File: config.mk
export PLATFORM = sky130hd
export DESIGN_NAME = pb_input_port
export DESIGN_NICKNAME = d
export VERILOG_FILES = /design/src/rtl/pb_input_port.sv
export SDC_FILE = /design/constraint.sdc
export NUM_CORES = 1
export LEC_CHECK = 0
export ABC_CLOCK_PERIOD_IN_PS = 6400
export BUFFER_PORTS_ARGS = -buffer_cell sky130_fd_sc_hd__buf_2
export CORE_MARGIN = 2
export CORE_UTILIZATION = 55
export CTS_CLUSTER_DIAMETER = 50
export DETAILED_ROUTE_END_ITERATION = 8
export PLACE_DENSITY = 0.73
export SETUP_SLACK_MARGIN = 0.3
export SLEW_MARGIN = 30
export SYNTH_ARGS = -nofsm -noshare
export SYNTH_HDL_FRONTEND = slang
export SYNTH_SLANG_ARGS = --single-unit
File: constraint.sdc
create_clock -name clk -period 6.4 [get_ports clk]
set_clock_uncertainty 0.2 [all_clocks]
set_input_delay 0.64 -clock clk [delete_from_list [all_inputs] [get_ports clk]]
set_output_delay 0.64 -clock clk [all_outputs]
set_load 0.01 [all_outputs]
File: src/rtl/pb_input_port.sv
`default_nettype none
// ============================================================================
// Module   : pb_input_port
// Brief    : Synchronised, debounced push-button port with sticky press events.
//            Define PB_IRQ_EN to add the MASK register and the irq output.
// Revision : 1.0 - initial release
// ============================================================================
module pb_input_port #(
    parameter int NUM_PB          = 4,
    parameter int DEBOUNCE_CYCLES = 250000
) (
    input  logic              clk,
    input  logic              reset_n,
    input  logic [NUM_PB-1:0] pb_n,
    input  logic              rd_en,
    input  logic              wr_en,
    input  logic [1:0]        addr,
    input  logic [7:0]        wr_data,
    output logic [7:0]        rd_data,
    output logic              rd_valid,
    output logic              irq
);
    localparam int            CW       = $clog2(DEBOUNCE_CYCLES + 1);
    localparam logic [CW-1:0] CNT_LAST = CW'(DEBOUNCE_CYCLES - 1);

    logic [NUM_PB-1:0] sync1_q;
    logic [NUM_PB-1:0] sync2_q;
    logic [NUM_PB-1:0] sample;
    logic [NUM_PB-1:0] stable_q, stable_d;
    logic [CW-1:0]     cnt_q [NUM_PB];
    logic [CW-1:0]     cnt_d [NUM_PB];
    logic [NUM_PB-1:0] rise;
    logic [NUM_PB-1:0] event_q, event_d;
    logic [NUM_PB-1:0] mask;
    logic [7:0]        rd_data_q, rd_data_d;
    logic              rd_valid_q, rd_valid_d;
    logic              event_rd;
    logic              unused_wr_bits;

    assign sample         = ~sync2_q;
    assign unused_wr_bits = ^{wr_en, wr_data};

    // Any sample that agrees with the accepted level restarts the count.
    always_comb begin
        stable_d = stable_q;
        for (int i = 0; i < NUM_PB; i++) begin
            cnt_d[i] = '0;
            if (sample[i] != stable_q[i]) begin
                if (cnt_q[i] == CNT_LAST) begin
                    stable_d[i] = sample[i];
                end else begin
                    cnt_d[i] = cnt_q[i] + CW'(1);
                end
            end
        end
    end

    // A press landing on the clearing read is returned and also kept.
    always_comb begin
        rise       = stable_d & ~stable_q;
        event_rd   = rd_en && (addr == 2'd1);
        event_d    = event_rd ? rise : (event_q | rise);
        rd_valid_d = rd_en;
        rd_data_d  = rd_data_q;
        if (rd_en) begin
            rd_data_d = '0;
            case (addr)
                2'd0:    rd_data_d[NUM_PB-1:0] = stable_q;
                2'd1:    rd_data_d[NUM_PB-1:0] = event_q | rise;
                2'd2:    rd_data_d[NUM_PB-1:0] = mask;
                default: rd_data_d = '0;
            endcase
        end
    end

    always_ff @(posedge clk or negedge reset_n) begin
        if (!reset_n) begin
            sync1_q    <= '1;
            sync2_q    <= '1;
            stable_q   <= '0;
            for (int i = 0; i < NUM_PB; i++) begin
                cnt_q[i] <= '0;
            end
            event_q    <= '0;
            rd_data_q  <= '0;
            rd_valid_q <= 1'b0;
        end else begin
            sync1_q    <= pb_n;
            sync2_q    <= sync1_q;
            stable_q   <= stable_d;
            cnt_q      <= cnt_d;
            event_q    <= event_d;
            rd_data_q  <= rd_data_d;
            rd_valid_q <= rd_valid_d;
        end
    end

`ifdef PB_IRQ_EN
    logic [NUM_PB-1:0] mask_q, mask_d;
    logic              irq_q, irq_d;

    always_comb begin
        mask_d = mask_q;
        if (wr_en && (addr == 2'd2)) begin
            mask_d = wr_data[NUM_PB-1:0];
        end
        irq_d = |(event_q & mask_q);
    end

    always_ff @(posedge clk or negedge reset_n) begin
        if (!reset_n) begin
            mask_q <= '0;
            irq_q  <= 1'b0;
        end else begin
            mask_q <= mask_d;
            irq_q  <= irq_d;
        end
    end

    assign mask = mask_q;
    assign irq  = irq_q;
`else
    assign mask = '0;
    assign irq  = 1'b0;
`endif

    assign rd_data  = rd_data_q;
    assign rd_valid = rd_valid_q;

endmodule
`default_nettype wire

==> results.tsv, run 1 <==
stage	metric	value	unit
yosys	Yosys cell types	43	
drt	Pre-antenna DRT Iters	4	
power_and_ir_drop	reported leakage power	1.87	nW
placed_design	GP Congestion	0.797	
clocking	# clock sinks	93	
sta	final hold vios	0	
clocking	post-CTS sizing	0	
worst_setup_path	worst setup path startpoint	cnt_q[23]$_DFF_PN0_	
finish	ratio of cells with drive above 1 in the final layout	10.4	%
floorplan	Row Count	32	
worst_setup_path	cells along the critical path	or4_1 -> or4_4 -> o21ai_2 -> nor2_1	
finish	final core occ	61.1	%
worst_setup_path	R2R Setup Slk	3.86	ns
clocking	CTS buffer count	9	
sta	RSZ-0062 raised after global routing	no	
worst_setup_path	Crit. End Element	flop	
sta	Rel. slew slack	54.8	%
finish	area delta synth->final	7.45	%
yosys	Cells after Synth	440	
placed_design	Final HPWL DP	5300	um
finish	non-filler cells, final	563	
sta	setup tns final	0	ns
grt	total global-route track usage	20.1	%
clocking	CTS tree	yes	
floorplan	Boundary Pins	28	
clocking	Root Driver	clkbuf_8	
sta	achievable frequency	394	MHz
clocking	CTS max path bufs	2	
yosys	Ys Warns	0	
clocking	cts hold-fix bufs	0	
worst_hold_path	HP Class	in -> async	
yosys	Synth area leaders	dfrtp_1, xnor2_1, nor2_1	
yosys	post-synthesis register bit count	93	
power_and_ir_drop	Max rail drop VDD	0.148	mV
sta	period utilization	39.7	%
worst_setup_path	Req. time, crit path	6.41	ns
worst_setup_path	FF-to-FF End	cnt_q[30]$_DFF_PN0_	
floorplan	Initial Utilization	56.9	%
finish	post-route cell area	4750	um^2
outcome	run status	completed	
drt	DR vias	3140	
sta	Slew Viols, Final	0	
drt	vias per inst	5.58	
clocking	clk slew on worst S/H paths	0.08	ns
drt	final WL	7920	um
flow_run	max cap viols	0	
clocking	Clock Latency Late Sink	0.35	ns
placed_design	placed cell count	547	
yosys	area share of the largest cell type after synthesis	48.2	%
grt	vias in the first global route	3077	
worst_setup_path	Setup Crit Path Kind	reg -> reg	
placed_design	dpl cell area	4570	um^2
worst_setup_path	WP data arrival	2.55	ns
worst_setup_path	Max FO, Critical Path	16	
worst_setup_path	Worst setup SP type	flop	
clocking	# H-tree levels	3	
sta	Tmin final	2.54	ns
grt	gr ovfl total	0	
yosys	Avg Inst Size Synth	10.0	um^2
worst_setup_path	CP max stage cell	or4_1	
floorplan	Die X	93.6	um
grt	largest net degree at the start of global routing	50	
grt	initial antenna violation count	0	
yosys	Synth area leader	dfrtp_1	
floorplan	Vert. Die Dim	93.6	um
drt	DRC Markers	0	
power_and_ir_drop	power density cells	210	nW/um^2
yosys	sequential share of the synthesized area	52.9	%
sta	final setup fails	0	
worst_setup_path	r2r worst-path depth	4	
floorplan	Core Region	7770	um^2
placed_design	pre-CTS WS	3.90	ns
sta	Setup WS post-layout	3.86	ns
grt	global-route wire length before repair	14000	um
worst_setup_path	reg2reg start	cnt_q[23]$_DFF_PN0_	
yosys	synthesized area	4420	um^2
drt	wire per inst	14.1	um
drt	Routed Antenna Nets	0	
placed_design	# port buffers	13	
clocking	post-CTS setup buffer count	0	
finish	final net count	478	
drt	drt first-iter violations	147	
worst_setup_path	Slowest Stage Delay on Critical Path	0.56	ns
finish	# diodes	0	
floorplan	die area	8760	um^2
sta	worst slew pin tran	0.678	ns
-- cell families (layout without fill, tap and decap cells) --
family / count (synthesis) / count (layout) / synth area share (%)
AO/OA/AOI/OAI: 31 / 31 / 4.67
XOR/XNOR: 62 / 62 / 12.3
adder cells (fa/ha/maj): 4 / 4 / 1.13
buffers and inverters: 27 / 44 / 2.80
flip-flops: 93 / 93 / 52.9
multiplexers: 6 / 6 / 1.42
other: 1 / 5 / 0.0849
AND/OR/NAND/NOR: 216 / 216 / 24.7
-- synthesized netlist by cell type (all sizes together) --
cell and count:
xnor2 55, a21oi 8, and3 9, nor3b 2, nor4bb 1, nand4b 1
mux2 2, dfstp 8, or4 3, or3 1, o31ai 4, nor2 77
dfrtp 85, o41ai 6, nor4b 3, nand2 22, nor4 21, nor2b 6
buf 8, or2 3, o221ai 1, nor3 15, a31o 1, clkbuf 5
o21ai 11, ha 4, conb 1, nand3b 1, mux2i 4, or3b 2
and2 1, nand4 20, or4b 2, inv 14, xor2 7, nand3 26
-- critical path: cells and delay by family (launching register included) --
kind / cells / cell delay, ns
and+or+nand+nor: 3 / 1.22
DFF: 1 / 0.45
AOI/OAI and AO/OA: 1 / 0.52
-- flip-flops by register name, indices dropped and copies added (netlist names) --
signal and count:
cnt_q 72, event_q 4, stable_q 4, rd_valid 1, rd_data 4, sync2_q 4, sync1_q 4
-- cell usage in the layout (no fill, tap or decap), types with 2 or more instances in the layout --
| cell type | instances |
|---|---|
| buf_4 | 2 |
| and3_1 | 9 |
| dfstp_2 | 8 |
| a21oi_1 | 8 |
| clkbuf_8 | 11 |
| ha_1 | 4 |
| o21ai_2 | 4 |
| conb_1 | 5 |
| nor4b_1 | 3 |
| o21ai_0 | 7 |
| mux2i_1 | 4 |
| nand3_1 | 26 |
| o41ai_1 | 5 |
| mux2_2 | 2 |
| nor2b_1 | 6 |
| xor2_1 | 7 |
| o31ai_1 | 4 |
| nor4_1 | 21 |
| xnor2_1 | 55 |
| or3b_2 | 2 |
| nor3b_1 | 2 |
| buf_2 | 12 |
| clkbuf_1 | 4 |
| nor2_1 | 77 |
| nor3_1 | 15 |
| or2_2 | 2 |
| nand2_1 | 22 |
| dfrtp_1 | 85 |
| inv_1 | 14 |
| or4_1 | 2 |
| nand4_1 | 20 |
-- final cells by class --
type                            count  area (um^2)
Inverter                           14         52.6
Clock buffer                       15          166
Timing Repair Buffer               14         75.1
Tap cell                          102          128
Clock inverter                      1         5.00
Fill cell                         646         3020
Sequential cell                    93         2340
Multi-Input combinational cell    324         1980
-- worst max-delay path by stage --
stage | end | slack, ns | cells past startpoint
after floorplan | rd_data[2]$_DFFE_PN0P_ | 4.08 | 5
after global placement | cnt_q[13]$_DFF_PN0_ | 3.72 | 5
after detailed placement | cnt_q[30]$_DFF_PN0_ | 3.90 | 4
after CTS | cnt_q[30]$_DFF_PN0_ | 3.84 | 4
after global routing | cnt_q[34]$_DFF_PN0_ | 3.74 | 4
final | cnt_q[30]$_DFF_PN0_ | 3.86 | 4
-- where the power goes --
part / switching [W] / internal, W / total (W)
Clock: 0.000190 / 0.000163 / 0.000353
Sequential: 0.00000853 / 0.000598 / 0.000607
Combinational: 0.0000266 / 0.0000103 / 0.0000369
Total: 0.000225 / 0.000772 / 0.000997
-- per-stage QoR --
step	hold slack [ns]	total power [W]
2_1_floorplan	0.144	0.000637
3_3_place_gp	0.145	0.000655
3_5_place_dp	0.147	0.000656
4_1_cts	0.0841	0.00101
5_1_grt	0.111	0.00104
6_report	0.0681	0.000997
-- layer usage --
layer / routed length (um) / GRT usage, % / part of all wire (%) / vias to the layer above
met5: 0 / 0 / 0 / -
met4: 116 / 7.25 / 1.5 / 0
met2: 3730 / 32.3 / 47 / 44
met3: 254 / 4.59 / 3.2 / 9
met1: 3820 / 26.9 / 48 / 1528
li1: - / - / - / 1559
No activity file was read; power rests on OpenSTA's default activity.
==> run 2: changes to the inputs <==
ABC_CLOCK_PERIOD_IN_PS = 2160   (was 6400)
CORE_UTILIZATION = 54   (was 55)
PLACE_DENSITY = 0.75   (was 0.73)
clock period = 2.16 ns   (was 6.4 ns; I/O delays follow)
==> run 2 against run 1 <==
Against the previous run:
- the flow now finishes with violations (setup timing)
- register-to-register slack lost 4.0 ns
- wire length grew 28%
- flip-flop and latch count is the same
- largest cell class unchanged
==> results.tsv, run 2 (synthesized netlist as in run 1, its figures left out) <==
stage	metric	value	unit	change
drt	met1 WL	4610	um	+21%
finish	commonest non-fill, non-tap cell in the layout	dfrtp_1		
sta	period utilization	107	%	+67 points
sta	Setup WS post-layout	-0.149	ns	-4.01 ns
sta	Hold Slack	0.101	ns	+0.0327 ns
clocking	# clock sinks	93		unchanged
finish	max reg flops	72		unchanged
finish	Top reg by flops	cnt_q		
clocking	CTS buffer count	9		unchanged
worst_setup_path	CP top delay family	simple AND/OR/NAND/NOR gates		
clocking	CTS tree	yes		
grt	gr ovfl total	0		unchanged
power_and_ir_drop	Psw	0.000740	W	+230%
worst_setup_path	Setup Crit Path Kind	reg -> reg		
drt	DRC Markers	0		unchanged
finish	ratio of cells with drive above 1 in the final layout	30.7	%	+20 points
power_and_ir_drop	sequential power share	57.0	%	-3.9 points
sta	Slew Viols, Final	0		unchanged
floorplan	Row Count	32		unchanged
power_and_ir_drop	internal power	0.00242	W	+210%
sta	achievable frequency	433	MHz	+9.9%
sta	final hold vios	0		unchanged
grt	vias in the first global route	3354		+9.0%
drt	met2 wire len	5020	um	+35%
grt	largest net degree at the start of global routing	38		-24%
power_and_ir_drop	reported leakage power	2.28	nW	+22%
floorplan	die area	8920	um^2	+1.8%
finish	Sequential Area	2340	um^2	+0.27%
drt	wire per inst	16.1	um	+14%
worst_setup_path	CP max stage cell	or4_4		
floorplan	Die X	94.4	um	+0.89%
floorplan	Core Region	7810	um^2	+0.52%
power_and_ir_drop	power density cells	550	nW/um^2	+160%
finish	# diodes	0		unchanged
worst_setup_path	WP data arrival	2.37	ns	-0.18 ns
outcome	violated checks	setup timing		
worst_setup_path	cells along the critical path	or4_1 -> or4_4 -> or2_4 -> o41ai_2		
finish	final net count	545		+14%
grt	initial antenna violation count	0		unchanged
worst_setup_path	Buf/Inv on CP	0		unchanged
floorplan	Boundary Pins	28		unchanged
clocking	Clock Latency Late Sink	0.36	ns	about the same
clocking	CTS max path bufs	2		unchanged
placed_design	GP Congestion	0.850		+6.6%
worst_setup_path	Worst setup SP type	flop		
worst_setup_path	Max FO, Critical Path	5		-11
worst_setup_path	Crit. End Element	flop		
worst_hold_path	HP Class	in -> reg		
placed_design	# port buffers	13		unchanged
clocking	clk slew on worst S/H paths	0.09	ns	about the same
finish	area delta synth->final	30.1	%	
floorplan	Vert. Die Dim	94.4	um	+0.89%
outcome	run status	complete, but fails checks		
drt	met3 WL	257	um	+1.2%
drt	Pre-antenna DRT Iters	4		unchanged
drt	vias per inst	5.64		+1.1%
drt	drt first-iter violations	189		+29%
drt	Routed Antenna Nets	0		unchanged
floorplan	Initial Utilization	56.6	%	-0.29 points
flow_run	max cap viols	0		unchanged
drt	top routing layer in use	met4		
worst_setup_path	Req. time, crit path	2.22	ns	-4.19 ns
sta	RSZ-0062 raised after global routing	yes		
power_and_ir_drop	Comb power frac	6.2	%	+2.5 points
clocking	Root Driver	clkbuf_8		
sta	setup tns final	-2.06	ns	-2.06 ns
grt	global-route wire length before repair	15800	um	+13%
power_and_ir_drop	Max rail drop VDD	0.348	mV	+140%
power_and_ir_drop	Power, Total	0.00316	W	+220%
clocking	# H-tree levels	3		unchanged
grt	total global-route track usage	22.9	%	+2.8 points
drt	DR vias	3551		+13%
finish	Multi-input gate area	2340	um^2	+18%
power_and_ir_drop	Sw Share	23.4	%	+0.84 points
worst_setup_path	Slowest Stage Delay on Critical Path	0.55	ns	about the same
finish	FILL cells	501		-22%
finish	most frequent cells in the layout	dfrtp_1, nor2_1, xnor2_1		
power_and_ir_drop	Clock power frac	36.8	%	+1.4 points
sta	Tmin final	2.31	ns	-0.229 ns
drt	final WL	10100	um	+28%
sta	final setup fails	21		+21
placed_design	Final HPWL DP	5850	um	+10%
## run 2: worst paths after layout
check                      slack [ns]                      to  depth (start not counted)                  from
hold reg to reg                  0.15    sync2_q[2]$_DFF_PN1_                          0  sync1_q[2]$_DFF_PN1_
max in group asynchronous        0.91    sync2_q[1]$_DFF_PN1_                          3               reset_n
min in group asynchronous        0.15     cnt_q[30]$_DFF_PN0_                          2               reset_n
setup reg to reg                -0.15  rd_data[2]$_DFFE_PN0P_                          4   cnt_q[28]$_DFF_PN0_
hold / removal                   0.10  rd_data[2]$_DFFE_PN0P_                          5               addr[0]
setup / recovery                -0.15  rd_data[2]$_DFFE_PN0P_                          4   cnt_q[28]$_DFF_PN0_
## run 2: layout make-up
type	instances	area share, %
flip-flops and latches	93	40.8
multi-input cells	324	40.7
repair buffers	81	12.0
clock buffers	12	2.53
well taps	102	2.22
inverters	14	0.914
clock inverters	4	0.827
## run 2: through the flow
| step | cell area [um^2] | util (%) | instances | setup WS [ns] |
|---|---|---|---|---|
| after floorplan | 4530 | - | 444 | -0.161 |
| after global placement | 4870 | 62.4 | 573 | -0.125 |
| after detailed placement | 4870 | 62.4 | 573 | -0.184 |
| after CTS | 5460 | 70.0 | 615 | -0.142 |
| after global routing | 5750 | 73.6 | 630 | -0.201 |
| final | 5750 | 73.6 | 630 | -0.149 |
## run 2: timing repair
| action | 4_1_cts | 5_1_grt |
|---|---|---|
| hold endpoints to repair | 40 | 0 |
| gates resized for setup | 42 | 38 |
| hold buffers | 6 | 0 |
| setup buffers | 18 | 14 |
| pin swaps | 12 | 13 |
| setup endpoints to repair | 64 | 73 |
| gates cloned | 2 | 1 |
## run 2: per-layer routing
layer / global-route usage, % / vias up
li1: - / 1692
met1: 31.4 / 1772
met5: 0 / -
met2: 37.2 / 64
met4: 9.54 / 0
met3: 2.87 / 23
## run 2: tightest hold or removal path: cells and delay by family
family          cells  cell delay [ns]
buf+inv             1             0.16
simple gates        1             0.07
compound gates      3             0.19
## run 2: power by group through the flow
| stage | logic, W | clock network (W) | registers (W) |
|---|---|---|---|
| 3_5_place_dp | 0.000134 | 0 | 0.00184 |
| 4_1_cts | 0.000177 | 0.00118 | 0.00180 |
| 6_report | 0.000196 | 0.00116 | 0.00180 |
| 3_3_place_gp | 0.000131 | 0 | 0.00183 |
| 5_1_grt | 0.000217 | 0.00125 | 0.00181 |
| 2_1_floorplan | 0.0000652 | 0 | 0.00183 |
==> run 3: changes to the inputs <==
MAX_ROUTING_LAYER = met4   (was default)
SKIP_LAST_GASP = 1   (was default)
==> run 3 against run 2 <==
Against the previous run:
- the flow still finishes with violations (setup timing)
- combinational power fell by 5%
- hold slack got worse by 0.0015 ns
- global-route usage rose by 0.19 points
==> results.tsv, run 3 (synthesized netlist as in run 1, its figures left out) <==
stage	metric	value	unit	change
drt	Routed Antenna Nets	0		unchanged
power_and_ir_drop	power density cells	558	nW/um^2	+1.5%
power_and_ir_drop	Max rail drop VDD	0.350	mV	+0.42%
drt	Pre-antenna DRT Iters	4		unchanged
grt	total global-route track usage	23.1	%	+0.19 points
sta	final hold vios	0		unchanged
worst_setup_path	Buf/Inv on CP	0		unchanged
worst_hold_path	Worst Hold End	rd_data[2]$_DFFE_PN0P_		
worst_setup_path	WP data arrival	2.37	ns	about the same
worst_setup_path	FF-to-FF End	rd_data[2]$_DFFE_PN0P_		
sta	Slew Viols, Final	0		unchanged
floorplan	Vert. Die Dim	94.4	um	unchanged
finish	most frequent cells in the layout	dfrtp_1, nor2_1, xnor2_1		
outcome	run status	complete, but fails checks		
worst_setup_path	Slowest Stage Delay on Critical Path	0.55	ns	about the same
worst_setup_path	R2R Setup Slk	-0.15	ns	about the same
grt	gr ovfl total	0		unchanged
finish	Top reg by flops	cnt_q		
drt	DRC Markers	0		unchanged
drt	wire per inst	15.6	um	-3.0%
drt	drt first-iter violations	185		-2.1%
placed_design	pre-CTS WS	-0.184	ns	unchanged
sta	RSZ-0062 raised after global routing	yes		
outcome	violated checks	setup timing		
clocking	# H-tree levels	3		unchanged
placed_design	dpl cell area	4870	um^2	unchanged
finish	final net count	544		-0.18%
floorplan	Boundary Pins	28		unchanged
power_and_ir_drop	reported leakage power	2.27	nW	-0.42%
worst_setup_path	Max FO, Critical Path	5		unchanged
clocking	Clock Latency Late Sink	0.36	ns	about the same
clocking	Root Driver	clkbuf_8		
finish	ratio of cells with drive above 1 in the final layout	29.6	%	-1.1 points
sta	Hold Slack	0.0992	ns	-0.00153 ns
sta	Setup WS post-layout	-0.149	ns	+0.0000670 ns
sta	Tmin final	2.31	ns	-0.0000670 ns
worst_setup_path	Worst setup SP type	flop		
worst_setup_path	r2r worst-path depth	4		unchanged
finish	area delta synth->final	27.9	%	
floorplan	Die X	94.4	um	unchanged
worst_setup_path	CP max stage cell	or4_4		
finish	commonest non-fill, non-tap cell in the layout	dfrtp_1		
worst_hold_path	Hold Path Cell Cnt	5		unchanged
drt	final WL	9800	um	-3.2%
finish	# diodes	0		unchanged
sta	setup tns final	-2.07	ns	-0.00752 ns
worst_hold_path	min-delay src	addr[0]		
grt	vias in the first global route	3344		-0.30%
clocking	CTS max path bufs	2		unchanged
clocking	clk slew on worst S/H paths	0.09	ns	about the same
worst_hold_path	HP Class	in -> reg		
floorplan	Initial Utilization	56.6	%	unchanged
worst_setup_path	cells along the critical path	or4_1 -> or4_4 -> or2_4 -> o41ai_2		
placed_design	Final HPWL DP	5850	um	unchanged
grt	largest net degree at the start of global routing	38		unchanged
clocking	# clock sinks	93		unchanged
worst_setup_path	Setup Crit Path Kind	reg -> reg		
drt	DR vias	3559		+0.23%
finish	max reg flops	72		unchanged
floorplan	die area	8920	um^2	unchanged
clocking	CTS tree	yes		
finish	final core occ	72.3	%	-1.3 points
flow_run	max cap viols	0		unchanged
placed_design	GP Congestion	0.864		+1.6%
clocking	CTS buffer count	9		unchanged
grt	initial antenna violation count	0		unchanged
finish	post-route cell area	5650	um^2	-1.7%
worst_setup_path	Crit. End Element	flop		
sta	achievable frequency	433	MHz	about the same
worst_setup_path	reg2reg start	cnt_q[28]$_DFF_PN0_		
placed_design	# port buffers	13		unchanged
grt	global-route wire length before repair	15500	um	-2.0%
floorplan	Core Region	7810	um^2	unchanged
sta	period utilization	107	%	about the same
sta	final setup fails	21		unchanged
drt	vias per inst	5.66		+0.38%
floorplan	Row Count	32		unchanged
worst_setup_path	Req. time, crit path	2.22	ns	about the same
worst_setup_path	CP top delay family	simple AND/OR/NAND/NOR gates		
[run 3: cell types whose count changed in the layout (fill, tap and decap cells not counted), sizes merged]
cell	before	now
buf	75	74
[run 3: layout make-up]
type                    instances  area, um^2
multi-input cells             324        2250
flip-flops and latches         93        2340
fillers                       517        2160
clock buffers                  12         145
clock inverters                 4        47.5
well taps                     102         128
inverters                      14        52.6
repair buffers                 80         681
[run 3: metal layers]
metal	wire, um	vias up	GRT usage, %
li1	-	1691	-
met1	4460	1774	30.5
met2	4860	69	36.3
met3	246	25	3.11
met4	243	0	9.66
met5	0	-	-
[run 3: worst reg2reg max path: cells and delay by family (launching register included)]
family | cells | cell delay [ns]
flops | 1 | 0.38
simple gates | 3 | 1.36
compound gates | 1 | 0.27
[run 3: how the worst max path moves through the flow]
stage | end | start | cells after the start | slack, ns
2_1_floorplan | rd_data[2]$_DFFE_PN0P_ | cnt_q[28]$_DFF_PN0_ | 5 | -0.16
3_3_place_gp | rd_data[2]$_DFFE_PN0P_ | cnt_q[22]$_DFF_PN0_ | 4 | -0.12
3_5_place_dp | rd_data[2]$_DFFE_PN0P_ | cnt_q[22]$_DFF_PN0_ | 4 | -0.18
4_1_cts | rd_data[2]$_DFFE_PN0P_ | cnt_q[22]$_DFF_PN0_ | 4 | -0.14
5_1_grt | rd_data[2]$_DFFE_PN0P_ | cnt_q[28]$_DFF_PN0_ | 4 | -0.20
6_report | rd_data[2]$_DFFE_PN0P_ | cnt_q[28]$_DFF_PN0_ | 4 | -0.15
[run 3: stage by stage]
stage	power, W	cells
4_1_cts	0.00315	615
5_1_grt	0.00326	629
6_report	0.00315	629
3_5_place_dp	0.00197	573
2_1_floorplan	0.00190	444
3_3_place_gp	0.00196	573
[run 3: report_power, final]
part,internal (W),switching (W)
Sequential,0.00177,0.0000301
Clock,0.000564,0.000600
Combinational,0.0000823,0.000104
[run 3: timing repair]
action / 4_1_cts / 5_1_grt
hold endpoints to repair: 40 / 0
hold buffers: 6 / 0
resized for setup: 29 / 32
gates cloned: 2 / 1
setup buffers: 18 / 13
pin swaps: 12 / 10
endpoints found under the setup margin: 64 / 73
